**src/rtl/serial_adder.sv**
```systemverilog
// Bit-serial adder: adds two WIDTH-bit operands plus carry-in LSB-first, one bit per clock,
// using a single carry flop and a full adder made of two half-adder slices.
module serial_adder #(
   parameter int WIDTH = 8
) (
   input  logic             clk,
   input  logic             rst_n,
   input  logic             in_valid,
   output logic             in_ready,
   input  logic [WIDTH-1:0] a,
   input  logic [WIDTH-1:0] b,
   input  logic             cin,
   output logic             out_valid,
   input  logic             out_ready,
   output logic [WIDTH-1:0] sum,
   output logic             cout,
   output logic             busy
);

   localparam int CW = (WIDTH > 1) ? $clog2(WIDTH) : 1;

   typedef enum logic [1:0] {
      S_IDLE = 2'd0,
      S_ADD  = 2'd1,
      S_DONE = 2'd2
   } state_t;

   state_t           r_state;
   logic [WIDTH-1:0] r_a;
   logic [WIDTH-1:0] r_b;
   logic [WIDTH-1:0] r_res;
   logic [WIDTH-1:0] r_sum;
   logic             r_carry;
   logic             r_cout;
   logic [CW-1:0]    r_cnt;

   logic             w_ha0_s;
   logic             w_ha0_c;
   logic             w_ha1_c;
   logic             w_s;
   logic             w_c;
   logic [WIDTH-1:0] w_res_next;
   logic             w_last;

   // Full adder = half adder on the operand bits, then half adder with the carry.
   assign w_ha0_s    = r_a[0] ^ r_b[0];
   assign w_ha0_c    = r_a[0] & r_b[0];
   assign w_s        = w_ha0_s ^ r_carry;
   assign w_ha1_c    = w_ha0_s & r_carry;
   assign w_c        = w_ha0_c | w_ha1_c;
   assign w_res_next = (r_res >> 1) | (WIDTH'(w_s) << (WIDTH - 1));
   assign w_last     = (r_cnt == CW'(WIDTH - 1));

   always_ff @(posedge clk or negedge rst_n) begin
      if (!rst_n) begin
         r_state <= S_IDLE;
         r_a     <= '0;
         r_b     <= '0;
         r_res   <= '0;
         r_sum   <= '0;
         r_carry <= 1'b0;
         r_cout  <= 1'b0;
         r_cnt   <= '0;
      end else begin
         case (r_state)
            S_IDLE: begin
               if (in_valid) begin
                  r_a     <= a;
                  r_b     <= b;
                  r_carry <= cin;
                  r_cnt   <= '0;
                  r_res   <= '0;
                  r_state <= S_ADD;
               end
            end
            S_ADD: begin
               r_res   <= w_res_next;
               r_a     <= r_a >> 1;
               r_b     <= r_b >> 1;
               r_carry <= w_c;
               r_cnt   <= r_cnt + 1'b1;
               // Visible outputs change only when the final bit lands.
               if (w_last) begin
                  r_sum   <= w_res_next;
                  r_cout  <= w_c;
                  r_state <= S_DONE;
               end
            end
            S_DONE: begin
               if (out_ready) r_state <= S_IDLE;
            end
            default: r_state <= S_IDLE;
         endcase
      end
   end

   // Handshake: a transfer happens on any rising edge where valid && ready are both high;
   // in_ready/out_valid/busy depend on state only.
   assign in_ready  = (r_state == S_IDLE);
   assign out_valid = (r_state == S_DONE);
   assign busy      = (r_state == S_ADD) || (r_state == S_DONE);
   assign sum       = r_sum;
   assign cout      = r_cout;

endmodule
```
**config.mk**
```make
export PLATFORM = sky130hd
export DESIGN_NAME = serial_adder
export DESIGN_NICKNAME = d
export VERILOG_FILES = /design/src/rtl/serial_adder.sv
export SDC_FILE = /design/constraint.sdc
export NUM_CORES = 1
export LEC_CHECK = 0
export ABC_AREA = 1
export CORE_MARGIN = 5
export CORE_UTILIZATION = 56
export DETAILED_ROUTE_END_ITERATION = 6
export GPL_ROUTABILITY_DRIVEN = 0
export PLACE_DENSITY = 0.94
export SYNTH_ARGS = -nofsm -noshare
export SYNTH_HDL_FRONTEND = slang
export SYNTH_SLANG_ARGS = --single-unit
```
**constraint.sdc**
```tcl
create_clock -name clk -period 4.4 [get_ports clk]
set_clock_uncertainty 0.1 [all_clocks]
set_input_delay 0.66 -clock clk [delete_from_list [all_inputs] [get_ports clk]]
set_output_delay 0.66 -clock clk [all_outputs]
set_load 0.02 [all_outputs]
```
==> flow_metrics.py <==
metrics = {
    "logic_synthesis": {
        "syn_area_sq_mm": 0.001892,
        "yosysTopAreaCellShare": 0.5026,
        "yosys-top-cells-area": "dfrtp_1, nand2_1, nand3_1, nand3_2, ha_1",
        "synth_cells": 229,
        "synth.avg_cell_area_sq_um": 8.261,
        "syn_nets": 256,
        "ys_types": 17,
        "seq_area_frac_synth": 0.5026,
        "yosysWarnings": 0,
        "synth_area_leader_cell": "dfrtp_1",
        "synth_seq_cells": 38,
    },
    "power_and_ir_drop": {
        "power.density_mw_per_mm2": 576.3,
        "p_leak_nw": 1.211,
        "p_sw_mw": 0.5408,
        "ir_drop_mv": 0.4653,
        "p_seq_frac": 0.417,
        "switching_share": 0.4153,
        "clkPwrFrac": 0.181,
        "internal-power_mw": 0.7614,
        "pwr-share-comb": 0.401,
    },
    "placement": {
        "io_buffers": 32,
        "hpwl_mm": 2.633,
        "post-place-cells": 297,
    },
    "flow_run": {
        "maxCapViolCount": 0,
    },
    "layout": {
        "antenna_cells": 0,
        "syn_to_final_growth_pct": 19.44,
        "final_common_cell": "nand2_1",
        "drive_gt1_frac": 0.1004,
        "final_core_util": 0.6825,
        "layout_common_cells": "nand2_1, dfrtp_1, clkdlybuf4s50_1",
        "stdcell_count": 305,
        "finalNetCount": 285,
    },
    "timing": {
        "finalHoldViolations": 0,
        "setup_violations": 0,
        "final.min_clock_period_ns": 2.555,
        "post-route-period-util": 0.5806,
        "tns_ns": 0,
        "drv_slew": 0,
        "tightest_slew_ns": 0.8056,
        "rsz0062_at_grt": "no",
        "slew_headroom": 0.4629,
        "fmax_mhz": 391.5,
        "whs_ns": 0.2808,
    },
    "critical_path": {
        "critPathMaxFanout": 6,
        "crit_type": "flip-flop to output pin",
        "worstSetupStartpointType": "flip-flop",
        "arrival_ns": 1.79,
        "worstSetupEndpointType": "output pin",
        "required_ns": 3.64,
    },
    "clocking": {
        "clock_latency_ns": 0.35,
        "cts_made_buffers": 5,
        "post-cts-setup-buffers": 0,
        "cts_tree": "yes",
        "numClockSinks": 38,
        "cts_buffer_depth": 2,
        "root_buffer": "clkbuf_4",
        "cts.repair.resized": 0,
        "h-tree-depth": 2,
        "cts_hold_buf": 0,
        "clk_pin_slew_worst_paths_ns": 0.12,
    },
    "hold_path": {
        "hp-class": "input pin to asynchronous set/reset pin",
    },
    "die": {
        "start_util": 0.5714,
        "io_pins": 33,
        "die_h_um": 68.12,
        "dieWidth_um": 68.12,
        "rows": 21,
        "dieArea_sq_mm": 0.004640,
        "coreArea_sq_mm": 0.003311,
    },
    "global_route": {
        "grtUsageTotal": 0.1923,
        "antenna_found_initial": 0,
        "grt_pass1_wl_mm": 6.630,
        "grt-ovfl-total": 0,
        "grt_max_degree": 39,
        "grt_pass1_vias": 1536,
    },
    "detailed_routing": {
        "drt_wl_total_mm": 3.849,
        "drtIter0Drc": 90,
        "dr_total_vias": 1560,
        "drc": 0,
        "via_per_inst": 5.115,
        "avgRoutedWirePerCell_um": 12.62,
        "ant_nets": 0,
        "firstDrtPassIters": 7,
    },
    "outcome": {
        "status": "complete, no violations",
    },
}
==> state kept, by name, summed over array words and instances, names as in the netlist <==
name / flops
r_state: 2
cout: 1
r_carry: 1
r_a: 8
sum: 8
r_b: 8
r_cnt: 3
r_res: 7
==> cells by family after synthesis <==
kind of cell,after synthesis,synth area share
AND/OR/NAND/NOR,159,0.3724
AO/OA/AOI/OAI,6,0.01587
adder cells (fa/ha/maj),6,0.04365
flip-flops,38,0.5026
buffers and inverters,20,0.06548
==> per-stage QoR <==
stage / total power [mW] / setup slack, ns / cell area [sq um]
global placement: 1.034 / 1.923 / 2182
finish: 1.302 / 1.845 / 2260
floorplan: 0.9604 / 2.835 / 1892
global route: 1.402 / 1.759 / 2260
detailed placement: 1.067 / 1.885 / 2182
CTS: 1.303 / 1.833 / 2260
==> final timing paths <==
path	slack [ns]	endpoint	start	depth (start not counted)
worst max-delay path	1.85	in_ready	r_state[0]$_DFFE_PN0P_	3
worst min-delay path	0.28	sum[3]$_DFFE_PN0P_	rst_n	1
worst max register to register	2.25	r_b[3]$_DFFE_PN0P_	r_state[0]$_DFFE_PN0P_	7
worst min register to register	0.38	sum[5]$_DFFE_PN0P_	sum[5]$_DFFE_PN0P_	2
max in group asynchronous	3.41	r_a[6]$_DFFE_PN0P_	rst_n	1
min in group clk	0.38	sum[5]$_DFFE_PN0P_	sum[5]$_DFFE_PN0P_	2
==> critical path: stages, from the launching register on <==
cell	delay (ns)
dfrtp_1	0.42
inv_1	0.09
ha_1	0.28
clkdlybuf4s50_1	0.65
==> power by group through the flow <==
stage	clock network (mW)	registers, mW	logic [mW]
2_1_floorplan	0	0.533	0.428
3_3_place_gp	0	0.541	0.493
3_5_place_dp	0	0.549	0.519
4_1_cts	0.236	0.542	0.525
5_1_grt	0.256	0.557	0.589
6_report	0.236	0.544	0.523
==> synthesized netlist by cell type <==
master and count:
nand4_1 2, nor2_1 2, buf_6 2, nand3_2 10, nand2_1 117, o21ai_0 4
nand2_2 4, fa_1 1, inv_2 2, buf_4 3, inv_1 7, a21oi_1 2
ha_1 5, nand3_1 24, dfrtp_1 38, buf_2 5, buf_12 1
==> area by class of cell <==
cell class / count / area (sq um)
Tap cell: 46 / 57.56
Timing Repair Buffer: 33 / 322.8
Inverter: 9 / 33.78
Clock inverter: 3 / 40.04
Clock buffer: 5 / 37.54
Fill cell: 293 / 1051
Sequential cell: 38 / 950.9
Multi-Input combinational cell: 171 / 817.0
==> layer usage <==
metal	vias to the layer above	share of wire	track usage
met5	-	0	0
met4	0	0.018	0.1092
li1	778	-	-
met1	729	0.44	0.2407
met2	43	0.49	0.3069
met3	10	0.052	0.04105
Power figures use the tool's default switching activity.
